File: src/rtl/tpm_buf_pkg.sv
// Shared types and sizes for the TPM buffer byte-port arbiter.
// Byte port: AW=11 address bits, DW=8 data bits, BUF_BYTES=2048.
package tpm_buf_pkg;

  localparam int AW        = 11;
  localparam int DW        = 8;
  localparam int BUF_BYTES = 2048;

  typedef enum logic {
    REQ_H = 1'b0,
    REQ_C = 1'b1
  } req_e;

  typedef enum logic {
    ST_IDLE,
    ST_WIPE
  } state_e;

endpackage

File: src/rtl/rr_arb2.sv
// Two-way round-robin arbiter with a registered last-grant pointer.
// Ports: clk, rst_n, req[1:0], en -> one-hot gnt[1:0].
module rr_arb2
  import tpm_buf_pkg::*;
(
  input  logic       clk,
  input  logic       rst_n,
  input  logic [1:0] req,
  input  logic       en,
  output logic [1:0] gnt
);

  req_e last_q;
  logic pick_c;

  // C wins when alone, or on contention when H was granted last.
  assign pick_c = req[1] & (~req[0] | (last_q == REQ_H));

  always_comb begin
    gnt = 2'b00;
    if (en && |req) begin
      gnt = pick_c ? 2'b10 : 2'b01;
    end
  end

  // Reset value makes H the winner of the first contention.
  always_ff @(posedge clk or negedge rst_n) begin
    if (!rst_n) begin
      last_q <= REQ_C;
    end else if (|gnt) begin
      last_q <= gnt[1] ? REQ_C : REQ_H;
    end
  end

endmodule

File: src/rtl/tpm_buf_port_arbiter.sv
// Shares the 2048x8 buffer byte port between host (h_*) and core (c_*).
// Ports: h/c req/we/addr/wdata/ack/rdata, ram_* byte port, zeroize_i/busy/
// zeroize_done. Buffer wipe built only with macro TPM_BUF_ZEROIZE_EN.
module tpm_buf_port_arbiter
  import tpm_buf_pkg::*;
(
  input  logic          clk,
  input  logic          rst_n,
  input  logic          h_req,
  input  logic          h_we,
  input  logic [AW-1:0] h_addr,
  input  logic [DW-1:0] h_wdata,
  output logic          h_ack,
  output logic [DW-1:0] h_rdata,
  input  logic          c_req,
  input  logic          c_we,
  input  logic [AW-1:0] c_addr,
  input  logic [DW-1:0] c_wdata,
  output logic          c_ack,
  output logic [DW-1:0] c_rdata,
  output logic [AW-1:0] ram_addr,
  output logic [DW-1:0] ram_wdata,
  output logic          ram_we,
  input  logic [DW-1:0] ram_rdata,
  input  logic          zeroize_i,
  output logic          busy,
  output logic          zeroize_done
);

  logic [1:0]    elig;
  logic [1:0]    gnt;
  logic          arb_en;
  logic          wiping;
  logic          wipe_start;
  logic [AW-1:0] wcnt_q;
  logic [AW-1:0] addr_q;

`ifdef TPM_BUF_ZEROIZE_EN
  state_e        state_q, state_d;
  logic [AW-1:0] wcnt_d;
  logic          done_q, done_d;

  assign wiping       = (state_q == ST_WIPE);
  assign wipe_start   = (state_q == ST_IDLE) && zeroize_i;
  assign busy         = wiping;
  assign zeroize_done = done_q;

  always_ff @(posedge clk or negedge rst_n) begin
    if (!rst_n) begin
      state_q <= ST_IDLE;
      wcnt_q  <= '0;
      done_q  <= 1'b0;
    end else begin
      state_q <= state_d;
      wcnt_q  <= wcnt_d;
      done_q  <= done_d;
    end
  end

  always_comb begin
    state_d = state_q;
    wcnt_d  = wcnt_q;
    done_d  = 1'b0;
    unique case (state_q)
      ST_IDLE: begin
        if (zeroize_i) begin
          state_d = ST_WIPE;
          wcnt_d  = '0;
        end
      end
      ST_WIPE: begin
        wcnt_d = wcnt_q + 1'b1;
        if (wcnt_q == AW'(BUF_BYTES - 1)) begin
          state_d = ST_IDLE;
          done_d  = 1'b1;
        end
      end
      default: state_d = ST_IDLE;
    endcase
  end
`else
  logic unused_zeroize;

  assign unused_zeroize = zeroize_i;
  assign wiping         = 1'b0;
  assign wipe_start     = 1'b0;
  assign wcnt_q         = '0;
  assign busy           = 1'b0;
  assign zeroize_done   = 1'b0;
`endif

  // A requester is not eligible in its own ack cycle.
  assign elig   = {c_req & ~c_ack, h_req & ~h_ack};
  // The zeroize cycle already holds off requests.
  assign arb_en = ~wiping & ~wipe_start;

  rr_arb2 u_arb (
    .clk   (clk),
    .rst_n (rst_n),
    .req   (elig),
    .en    (arb_en),
    .gnt   (gnt)
  );

  always_comb begin
    ram_addr  = addr_q;
    ram_wdata = '0;
    ram_we    = 1'b0;
    unique case (1'b1)
      wiping: begin
        ram_addr = wcnt_q;
        ram_we   = 1'b1;
      end
      gnt[0]: begin
        ram_addr  = h_addr;
        ram_wdata = h_wdata;
        ram_we    = h_we;
      end
      gnt[1]: begin
        ram_addr  = c_addr;
        ram_wdata = c_wdata;
        ram_we    = c_we;
      end
      default: ;
    endcase
  end

  always_ff @(posedge clk or negedge rst_n) begin
    if (!rst_n) begin
      h_ack  <= 1'b0;
      c_ack  <= 1'b0;
      addr_q <= '0;
    end else begin
      h_ack  <= gnt[0];
      c_ack  <= gnt[1];
      addr_q <= ram_addr;
    end
  end

  // RAM read data arrives in the ack cycle; pass it only to the acked side.
  assign h_rdata = h_ack ? ram_rdata : '0;
  assign c_rdata = c_ack ? ram_rdata : '0;

endmodule

File: config.mk
export PLATFORM = sky130hd
export DESIGN_NAME = tpm_buf_port_arbiter
export DESIGN_NICKNAME = d
export VERILOG_FILES = /design/src/rtl/tpm_buf_pkg.sv /design/src/rtl/rr_arb2.sv /design/src/rtl/tpm_buf_port_arbiter.sv
export SDC_FILE = /design/constraint.sdc
export NUM_CORES = 1
export LEC_CHECK = 0
export CORE_AREA = 2 2 59 61
export DETAILED_ROUTE_END_ITERATION = 8
export DIE_AREA = 0 0 61 63
export PLACE_DENSITY_LB_ADDON = 0.15
export SLEW_MARGIN = 10
export SYNTH_ARGS = -nofsm -noshare
export SYNTH_HDL_FRONTEND = slang
export SYNTH_SLANG_ARGS = --single-unit
File: constraint.sdc
create_clock -name clk -period 1.7 [get_ports clk]
set_input_delay 0.255 -clock clk [delete_from_list [all_inputs] [get_ports clk]]
set_output_delay 0.255 -clock clk [all_outputs]
set_load 0.01 [all_outputs]
== Word-level counts from Yosys, hierarchy flattened ==
Index checks and enable logic that the tools add are counted.
Storage, ports and cells
  register bits: 14
  bits of input ports: 53
  output and inout bits: 40
Operators by class
  multiplexer cells: 8
  bitwise logic cells: 8
  reduce and logical (&&, ||, !) cells: 2
Operators by type and width (count)
  11-bit case mux with 2 select lines: 1
  8-bit 2-to-1 mux: 2
  8-bit case mux with 2 select lines: 1
  2-bit 2-to-1 mux: 2
  1-bit NOT: 4
  2-bit OR reduction: 2
  1-bit bitwise AND: 3
  1-bit case mux with 2 select lines: 1
  1-bit 2-to-1 mux: 1
  1-bit bitwise OR: 1

== Logic depth before layout (Yosys ltp) ==
Gate-level depths: netlist (run 1).
  depth after elaboration: 8
  depth in mapped cells: 6

== By module ==
Synthesis (run 1) repeated with hierarchy kept, for this count alone.
Unflattened totals
  cell total of the unflattened synthesis: 80
  area, all modules: 838.3 um^2
By module, submodules not included
  tpm_buf_port_arbiter: instances 1, cells each 72, area each 775.7 um^2
  rr_arb2: instances 1, cells each 8, area each 62.6 um^2

== Worst setup path before layout (run 1) ==
No wires, ideal clock.
  path type: reg-to-output
  start point: reg h_ack
  end point: out ram_addr[1]
  data arrival time: 1.422 ns
  data required time: 1.445 ns
  slack: 0.023 ns
  stages on the path, launching flop included: 7
  path through: dfrtp_1 -> nor2b_2 -> buf_6 -> a21o_4 -> inv_4 -> buf_6 -> a221o_1
On the way
  longest elaborated chain between the ends: 8
  elaborated cells on any way between the ends: 9
  classes of those cells: mux (3); bitwise (5); reduce/logical (1)
RTL lines
  from (decl): line tpm_buf_port_arbiter.sv:13  | output logic h_ack,
  from (signal assigned): line tpm_buf_port_arbiter.sv:134  | h_ack <= gnt[0];
  1-bit NOT *: line tpm_buf_port_arbiter.sv:93  | assign elig = {c_req & ~c_ack, h_req & ~h_ack};
  1-bit bitwise AND *: line tpm_buf_port_arbiter.sv:93
  1-bit NOT: line rr_arb2.sv:17  | assign pick_c = req[1] & (~req[0] | (last_q == REQ_H));
  1-bit bitwise OR: line rr_arb2.sv:17
  1-bit bitwise AND: line rr_arb2.sv:17
  2-bit 2-to-1 mux: line rr_arb2.sv:22  | gnt = pick_c ? 2'b10 : 2'b01;
  2-bit 2-to-1 mux *: line rr_arb2.sv:21  | if (en && |req) begin
  via gnt[1]: line tpm_buf_port_arbiter.sv:31  | logic [1:0] gnt;
  11-bit case mux with 2 select lines *: line tpm_buf_port_arbiter.sv:109  | unique case (1'b1)
  to (decl): line tpm_buf_port_arbiter.sv:21  | output logic [AW-1:0] ram_addr,
The timed path passes the listed nets; every way through them passes the cells marked *.

== Final worst setup path (run 1) ==
  start point: reg u_arb.last_q
  end point: out ram_addr[10]
On the way
  longest elaborated chain between the ends: 6
RTL lines
  from (decl): line rr_arb2.sv:13  | req_e last_q;
  from (signal assigned): line rr_arb2.sv:31  | last_q <= gnt[1] ? REQ_C : REQ_H;
  1-bit NOT: line rr_arb2.sv:17
  1-bit bitwise OR: line rr_arb2.sv:17
  1-bit bitwise AND: line rr_arb2.sv:17
  2-bit 2-to-1 mux: line rr_arb2.sv:22
  2-bit 2-to-1 mux: line rr_arb2.sv:21
  11-bit case mux with 2 select lines: line tpm_buf_port_arbiter.sv:109
No other way between the ends.

==> results of run 1 <==
Yosys cell counts:
master    count
and3_1       11
nor2b_2       1
inv_4         1
dfrtp_1      13
buf_6         2
o21ai_0       9
and2_2        7
clkbuf_1      4
buf_2         1
buf_4         2
a221o_1      11
o211ai_1      9
inv_1         9
conb_1        1
nand2b_1      2
nor2_1        1
and2_1        9
nor3b_1       1
a21o_1        1
a21o_4        1
dfstp_2       1
logic make-up after synthesis:
family                 after synthesis
AND/OR/NAND/NOR                     32
AO/OA/AOI/OAI                       31
buffers and inverters               19
flip-flops                          14
other                                1
metal layers:
| layer | global-route usage, % | routed length (um) |
|---|---|---|
| met3 | 2.90 | 336 |
| met1 | 20.9 | 1310 |
| met5 | 0 | 0 |
| met4 | 2.45 | 0 |
| met2 | 25.1 | 1490 |
how the worst max path moves through the flow:
| stage | end | start | cells after the start |
|---|---|---|---|
| 6_report | ram_addr[10] | u_arb.last_q | 5 |
| 3_5_place_dp | ram_addr[10] | h_req | 5 |
| 4_1_cts | ram_addr[10] | u_arb.last_q | 5 |
| 5_1_grt | ram_addr[10] | h_ack | 6 |
| 2_1_floorplan | ram_addr[1] | h_ack | 6 |
| 3_3_place_gp | ram_addr[6] | c_req | 5 |
through the flow:
step | std cells | TNS [ns]
global route | 242 | -3.81
global placement | 233 | -14.53
floorplan | 98 | 0
detailed placement | 233 | -14.97
finish | 242 | -2.24
CTS | 241 | -2.40
worst max-delay path: cells and delay by family (launching register included):
kind,cells,cell delay (ns)
buffers and inverters,3,0.32
AOI/OAI and AO/OA,2,0.47
DFF,1,0.57
what timing repair did:
item                       in CTS  in global routing
setup buffers                   4                  1
setup endpoints to repair      33                 23
pin swaps                      11                  1
gates resized for setup       119                  7
gates cloned                    0                  0
final cells by class:
class	count	area (sq um)
Clock buffer	4	26.3
Fill cell	311	1340
Inverter	10	42.5
Multi-Input combinational cell	65	518
Sequential cell	14	352
Tap cell	46	57.6
Timing Repair Buffer	103	895
registers in the layout, indices dropped and copies added (netlist names):
signal	cells
h_ack	1
c_ack	1
u_arb.last_q	1
addr_q	11
power by group:
group          total [mW]  switching, mW  internal (mW)
clock network       0.190         0.0994         0.0907
logic               0.805          0.361          0.444
registers           0.448         0.0301          0.418
==> summary.md, run 1 <==
| Metric | Value |
|---|---|
| Crit-path max FO | `12` |
| Remaining antenna violation count | `0` |
| Antenna violations before repair | `0` |
| Final Setup Violations | `20` |
| Top-Level Pins | `93` |
| Final hold viol count | `0` |
| F_max | `532 MHz` |
| Die Wd | `between 60 and 70 um` |
| GRT overflow | `0` |
| Leakage | `about 0.96 nW` |
| Fin Hold WS | `approximately 0.37 ns` |
| CP max stage cell | `dfstp_2` |
| First-pass GRT wire length | `about 4700 um` |
| Clock-pin slew on the worst setup and hold paths | `roughly 0.080 ns` |
| Final worst-path cycle share | `111%` |
| CP Class | `reg2out` |
| Setup ws final | `-0.181 ns` |
| # rows | `21` |
| Ranking of synthesized cells by area | `dfrtp_1, a221o_1, and3_1` |
| Core ar. | `0.00323 sq mm` |
| Crit-path max cell delay | `0.57 ns` |
| Outcome | `complete, but fails checks` |
| Slew HR | `roughly 57%` |
| Post-synthesis mux area share | `0%` |
| Avg Inst Size Synth | `9.36 sq um` |
| Crit path DAT | `1.63 ns` |
| Total Power | `around 1.4 mW` |
| CTS Buf Count | `3` |
| Complex-gate fraction of the synthesized area | `a little over a quarter` |
| Final Util | `between 50% and 60%` |
| Synthesized instance count | `97` |
| Reg-to-reg startpoint | `u_arb.last_q` |
| Largest net degree at the start of global routing | `15` |
| Ys Warns | `0` |
| Top cell type by total area after synthesis | `dfrtp_1` |
| Layout area overhead | `108%` |
| Main combinational cell family by area after synthesis | `compound AO/OA/AOI/OAI gates` |
| R2R cell count | `5` |
| Avg Vias per Cell | `around 4.6` |
| Diode count | `0` |
| Clk_lat worst skew | `around 0.27 ns` |
| Total wire length | `between 3000 and 4000 um` |
| H-tree levels | `1` |
| DP Worst Slack | `-0.857 ns` |
| Setup Skew | `0.00803 ns` |
| Routed len/inst | `13.0 um` |
| Critical path endpoint category | `output port` |
| Gpl congestion | `0.673` |
| Total GRT Usage | `15.3%` |
| Pre-Repair DR Iteration Count | `4` |
| IO Port Bufs | `between 80 and 90` |
| Starting density of the core | `28.1%` |
| Die ar. | `between 0.003 and 0.004 sq mm` |
| Simple-gate portion of the synthesized area | `between 20 and 25%` |
| #FFs+latches synth | `14` |
| Max-slew violations | `0` |
| Routed via count | `1110` |
| Seq/Total Area, Yosys | `38.7%` |
| Remaining DRCs | `0` |
| Pwr Density | `between 700 and 800 mW/mm^2` |
| Synth Area in XOR/XNOR | `0%` |
| Synth Area in Adders | `0%` |
| Initial DRC count | `33` |
| Most frequent cells in the layout | `clkdlybuf4s50_1, buf_2, dlygate4sd2_1, dfrtp_1, a221o_1` |
| Top-area cell type share of the netlist area | `between 30% and 40%` |
| Vias in the first global route | `just under 1000` |
| Hold_buf cts | `0` |
| Num Clock Sinks | `14` |
| Commonest non-fill, non-tap cell in the layout | `clkdlybuf4s50_1` |
| Worst IR Drop VDD | `~530 uV` |
| Clock Tree Buf Depth | `2` |
| Post-synthesis cell area | `908 sq um` |
| Placed Area | `about 0.0019 sq mm` |
| Failing checks | `negative setup slack` |
| Worst Path Required | `1.44 ns` |
| CTS tree | `yes` |
| Clock Root Buffer | `clkbuf_4` |
| Detailed Place HPWL | `about 2400 um` |
| CP Cell Sequence | `buf_6 > a21o_4 > inv_6 > a221o_1 > buf_2` |
| Reg2reg setup slack | `~0.27 ns` |
| Worst-Margin Slew | `0.639 ns` |
| Max Cap Viol | `0` |
| Die Y | `around 63 um` |
| CP startpoint kind | `flop` |
| R2r endpoint | `addr_q[8]` |
| Worst hold path class | `in2async` |
| Min cycle time layout | `between 1.5 and 2 ns` |
| Synth cell types | `21` |
| Unrepaired setup endpoints after global routing | `true` |
| Fin area | `~0.0019 sq mm` |
| Post-layout nets | `250` |
| Share of layout cells above drive strength 1 | `approximately 29%` |
No activity file was read; power rests on OpenSTA's default activity.
==> run 2: changes to the inputs <==
ABC_CLOCK_PERIOD_IN_PS = 1700   (was default)
SKIP_CTS_REPAIR_TIMING = 1   (was default)
==> run 2 against run 1 <==
The run still ends with negative setup slack left. Clock skew fell by 0.0023 ns. Via count grew 1.3%. Worst hold slack worse by 0.015 ns. Non-clock buffer count stayed put. Global-route usage shrank 0.16 points. Die area unchanged. Maximum frequency shrank 0.90%. Combinational power is 2.7% higher. Critical path type is now in2out. Critical endpoint unchanged. Highest routed layer unchanged.
==> summary.md, run 2 (synthesized netlist as in run 1, its figures left out) <==
| Metric | Value |
|---|---|
| Most frequent cells in the layout | `clkdlybuf4s50_1, dlymetal6s2s_1, dfrtp_1, a221o_1, buf_2` |
| CP startpoint kind | `input port` |
| Pwr Density | `751 mW/mm^2 (-1.6%)` |
| Post-layout nets | `250 (unchanged)` |
| Final worst-path cycle share | `112% (+1.0 points)` |
| Routed len/inst | `13.3 um (+2.8%)` |
| Switch Pwr | `0.489 mW (-0.29%)` |
| Seq pwr share | `30.7% (-0.3 points)` |
| Worst Path Required | `1.44 ns (about the same)` |
| Min cycle time layout | `1.90 ns (+0.0171 ns)` |
| Pint | `0.972 mW (+2.0%)` |
| Antenna violations before repair | `0 (unchanged)` |
| Top-Level Pins | `93 (unchanged)` |
| Total Power | `1.46 mW (+1.2%)` |
| F_max | `527 MHz (-0.90%)` |
| CP max stage cell | `clkdlybuf4s50_1` |
| CP Cell Sequence | `clkdlybuf4s50_1 > nor3b_4 > nor2_4 > a221o_1 > buf_2` |
| Die Wd | `61 um (unchanged)` |
| Avg Vias per Cell | `4.64 (+1.3%)` |
| Slew HR | `57.7% (+0.45 points)` |
| Pre-Repair DR Iteration Count | `4 (unchanged)` |
| CP Class | `in2out` |
| Crit-path max cell delay | `0.54 ns (-0.03 ns)` |
| Num Clock Sinks | `14 (unchanged)` |
| Remaining DRCs | `0 (unchanged)` |
| Comb pwr share | `56.6% (+0.8 points)` |
| Total wire length | `3220 um (+2.8%)` |
| Fin area | `0.00195 sq mm (+2.9%)` |
| Critical path endpoint category | `output port` |
| Setup ws final | `-0.198 ns (-0.0171 ns)` |
| Worst IR Drop VDD | `534 uV (+0.76%)` |
| Sw Ratio | `33.5% (-0.51 points)` |
| Failing checks | `negative setup slack` |
| Fin Hold WS | `0.357 ns (-0.0149 ns)` |
| Largest net degree at the start of global routing | `15 (unchanged)` |
| Max-slew violations | `0 (unchanged)` |
| Crit path DAT | `1.64 ns (about the same)` |
| Die ar. | `0.00384 sq mm (unchanged)` |
| Crit-path max FO | `12 (unchanged)` |
| Layout area overhead | `114%` |
| Vias in the first global route | `1024 (+2.9%)` |
| Clk_lat worst skew | `0.27 ns (about the same)` |
| Setup Skew | `0.00575 ns (-0.00228 ns)` |
| Worst-Margin Slew | `0.632 ns (-0.00676 ns)` |
| Routed via count | `1124 (+1.3%)` |
| CTS tree | `yes` |
| Setup TNS | `-3.02 ns (-0.777 ns)` |
| Clock Tree Buf Depth | `2 (unchanged)` |
| IO Port Bufs | `89 (unchanged)` |
| GRT overflow | `0 (unchanged)` |
| Worst hold path class | `in2reg` |
| Reg with most FFs | `addr_q` |
| Leakage | `1.10 nW (+14%)` |
| Unrepaired setup endpoints after global routing | `true` |
| Die Y | `63 um (unchanged)` |
| Final Util | `60.2% (+1.7 points)` |
| Share of layout cells above drive strength 1 | `28.1% (-0.51 points)` |
| Placed Area | `0.00187 sq mm (unchanged)` |
| Final hold viol count | `0 (unchanged)` |
| Clock Root Buffer | `clkbuf_4` |
| Clock-pin slew on the worst setup and hold paths | `0.08 ns (about the same)` |
| Total GRT Usage | `15.1% (-0.16 points)` |
| Gpl congestion | `0.673 (unchanged)` |
| Clock power frac | `12.7% (-0.5 points)` |
| Initial DRC count | `30 (-9.1%)` |
| # rows | `21 (unchanged)` |
| Remaining antenna violation count | `0 (unchanged)` |
| First-pass GRT wire length | `4620 um (-0.88%)` |
| H-tree levels | `1 (unchanged)` |
| Max Cap Viol | `0 (unchanged)` |
| Filler cells | `292 (-6.1%)` |
| Final Setup Violations | `25 (+25%)` |
| Detailed Place HPWL | `2420 um (unchanged)` |
| Diode count | `0 (unchanged)` |
| Core ar. | `0.00323 sq mm (unchanged)` |
| CTS Buf Count | `3 (unchanged)` |
| Starting density of the core | `28.1% (unchanged)` |
| Commonest non-fill, non-tap cell in the layout | `clkdlybuf4s50_1` |
| Outcome | `complete, but fails checks` |
| Number of flip-flops in the largest register | `11 (unchanged)` |
-- run 2: power groups by stage --
stage	Combinational [mW]	Sequential (mW)	Clock [mW]
finish	0.827	0.448	0.186
global route	0.891	0.456	0.213
CTS	0.851	0.438	0.196
detailed placement	0.843	0.445	0
global placement	0.837	0.442	0
floorplan	0.352	0.453	0
-- run 2: path summary, 6_finish.rpt --
check                               start      endpoint  slack, ns  cells after the start
worst min register to register  addr_q[1]     addr_q[1]       0.61                      2
max in group asynchronous           rst_n     addr_q[9]       0.92                      1
worst min-delay path                h_req         h_ack       0.36                      3
worst max register to register      c_ack     addr_q[8]       0.27                      5
min in group asynchronous           rst_n     addr_q[3]       0.37                      1
worst max-delay path                c_req  ram_addr[10]      -0.20                      5
-- run 2: routing by layer --
metal	track usage, %	part of all wire (%)	vias to the layer above	wire (um)
met5	0	0	-	0
met4	2.45	0	0	0
met3	3.52	12	0	385
met2	24.9	49	66	1580
met1	20.3	39	512	1260
li1	-	-	546	-
-- run 2: worst max-delay path: cells and delay by family --
| kind | cells | cell delay [ns] |
|---|---|---|
| buffers and inverters | 2 | 0.69 |
| AND/OR/NAND/NOR | 2 | 0.37 |
| AO/OA/AOI/OAI | 1 | 0.33 |
-- run 2: final cells by class --
class / count / area, sq um / area share, %
clock buffer: 4 / 26.3 / 1.35
inverter: 10 / 42.5 / 2.19
multi-input combinational: 65 / 514 / 26.4
sequential: 14 / 352 / 18.1
tap: 46 / 57.6 / 2.96
timing repair buffer: 103 / 953 / 49.0
-- run 2: through the flow --
step,setup WS (ns),cells
final,-0.198,242
after global placement,-0.838,233
after CTS,-0.912,237
after detailed placement,-0.857,233
after floorplan,0.0230,98
after global routing,-0.259,242
==> run 3: changes to the inputs <==
TNS_END_PERCENT = 1   (was default)
==> run 3 against run 2 <==
The flow still finishes with violations (negative setup slack). Register-to-register slack better by 0.11 ns. Sequential power about the same. Utilization down 0.62 points. Combinational power down 2%. Sequential share of layout area up 0.19 points. Critical path type unchanged.
==> summary.md, run 3 (synthesized netlist as in run 1, its figures left out) <==
| Metric | Value |
|---|---|
| Outcome | `complete, but fails checks` |
| Failing checks | `negative setup slack` |
| Worst Path Required | `1.44 ns (about the same)` |
| CP Class | `in2out` |
| Setup ws final | `-0.198 ns (+0.000228 ns)` |
| Routed via count | `1113 (-0.98%)` |
| H-tree levels | `1 (unchanged)` |
| Crit path DAT | `1.64 ns (about the same)` |
| Crit-path max FO | `12 (unchanged)` |
| Pre-Repair DR Iteration Count | `5 (+1)` |
| Die ar. | `0.00384 sq mm (unchanged)` |
| Reg with most FFs | `addr_q` |
| Max Cap Viol | `0 (unchanged)` |
| F_max | `527 MHz (about the same)` |
| Largest net degree at the start of global routing | `15 (unchanged)` |
| Worst-Margin Slew | `0.633 ns (+0.00102 ns)` |
| GRT overflow | `0 (unchanged)` |
| Final hold viol count | `0 (unchanged)` |
| Total GRT Usage | `15.1% (unchanged)` |
| Remaining DRCs | `0 (unchanged)` |
| Filler cells | `295 (+1.0%)` |
| Slew HR | `57.7% (-0.068 points)` |
| # rows | `21 (unchanged)` |
| CP Cell Sequence | `clkdlybuf4s50_1 > nor3b_4 > nor2_4 > a221o_1 > buf_2` |
| Worst hold path class | `in2reg` |
| Share of layout cells above drive strength 1 | `26.3% (-1.8 points)` |
| Crit-path max cell delay | `0.53 ns (about the same)` |
| Detailed Place HPWL | `2420 um (unchanged)` |
| CTS Buf Count | `3 (unchanged)` |
| Finished Layout Cells | `240 (-0.83%)` |
| Top-Level Pins | `93 (unchanged)` |
| Final Setup Violations | `25 (unchanged)` |
| Leakage | `1.10 nW (+0.15%)` |
| Final worst-path cycle share | `112% (about the same)` |
| Num Clock Sinks | `14 (unchanged)` |
| Diode count | `0 (unchanged)` |
| Min cycle time layout | `1.90 ns (-0.000228 ns)` |
| CP max stage cell | `clkdlybuf4s50_1` |
| First-pass GRT wire length | `4620 um (unchanged)` |
| Pwr Density | `748 mW/mm^2 (-0.42%)` |
| Clock Root Buffer | `clkbuf_4` |
| Gpl congestion | `0.673 (unchanged)` |
| Unrepaired setup endpoints after global routing | `true` |
| Number of flip-flops in the largest register | `11 (unchanged)` |
| Post-layout nets | `248 (-0.80%)` |
| CTS tree | `yes` |
| Initial DRC count | `26 (-13%)` |
| Avg Vias per Cell | `4.64 (-0.15%)` |
| Crit-path leading delay family | `buffers and inverters` |
| Die Wd | `61 um (unchanged)` |
| Clock-pin slew on the worst setup and hold paths | `0.08 ns (about the same)` |
| Placed Area | `0.00187 sq mm (unchanged)` |
| Antenna violations before repair | `0 (unchanged)` |
| Layout area overhead | `112%` |
| Placed Cells | `233 (unchanged)` |
| Core ar. | `0.00323 sq mm (unchanged)` |
| Setup Skew | `0.00618 ns (+0.000432 ns)` |
| Clk_lat worst skew | `0.27 ns (about the same)` |
| Vias in the first global route | `1024 (unchanged)` |
| Die Y | `63 um (unchanged)` |
| Commonest non-fill, non-tap cell in the layout | `clkdlybuf4s50_1` |
| CP startpoint kind | `input port` |
| Most frequent cells in the layout | `clkdlybuf4s50_1, dlymetal6s2s_1, dfrtp_1, and3_1, a221o_1` |
| Fin area | `0.00193 sq mm (-1.0%)` |
| Worst IR Drop VDD | `532 uV (-0.51%)` |
| Routed len/inst | `13.1 um (-1.9%)` |
| Total wire length | `3140 um (-2.7%)` |
| Max-slew violations | `0 (unchanged)` |
| Clock Tree Buf Depth | `2 (unchanged)` |
| Remaining antenna violation count | `0 (unchanged)` |
| Starting density of the core | `28.1% (unchanged)` |
| Critical path endpoint category | `output port` |
| IO Port Bufs | `89 (unchanged)` |
| CP bufs+invs | `2 (unchanged)` |
==> run 3: cell count changes in the layout (fill, tap and decap cells not counted), sizes merged <==
| cell | before | now |
|---|---|---|
| dlymetal6s2s | 14 | 15 |
| buf | 25 | 22 |
==> run 3: worst min-delay path, stage by stage <==
cell	delay, ns
dlymetal6s2s_1	0.15
nand2b_4	0.10
nor2_4	0.07
==> run 3: worst paths after layout <==
kind / slack (ns) / depth (start not counted) / end / from
worst min register to register: 0.61 / 2 / addr_q[1] / addr_q[1]
max in group asynchronous: 0.92 / 1 / addr_q[9] / rst_n
worst max-delay path: -0.20 / 5 / ram_addr[10] / c_req
worst max register to register: 0.38 / 4 / addr_q[0] / u_arb.last_q
worst min-delay path: 0.36 / 3 / h_ack / h_req
min in group asynchronous: 0.37 / 1 / addr_q[3] / rst_n
==> run 3: cell type report <==
cell class | count | area [sq um] | area share [%]
tap | 46 | 57.6 | 2.99
multi-input combinational | 65 | 509 | 26.4
clock buffer | 4 | 26.3 | 1.36
sequential | 14 | 352 | 18.3
timing repair buffer | 101 | 938 | 48.7
inverter | 10 | 42.5 | 2.21
==> run 3: per-layer routing <==
metal	track usage, %	routed length, um
met4	2.45	0
met5	0	0
met1	20.3	1260
met2	24.9	1510
met3	3.52	372
==> run 3: report_power, final <==
part           total, mW  switching [mW]  internal [mW]
sequential         0.447          0.0290          0.418
combinational      0.808           0.358          0.450
clock              0.186          0.0950         0.0907
total               1.44           0.482          0.958
==> run 3: metrics by stage <==
stage	setup WS [ns]	util, %	hold slack [ns]	power [mW]	TNS (ns)
after floorplan	0.0230	-	-0.0406	0.805	0
after global placement	-0.838	57.9	0.595	1.28	-14.53
after detailed placement	-0.857	57.9	0.585	1.29	-14.97
after CTS	-0.912	58.7	0.378	1.48	-14.39
after global routing	-0.242	59.6	0.354	1.54	-4.33
final	-0.198	59.6	0.357	1.44	-2.65
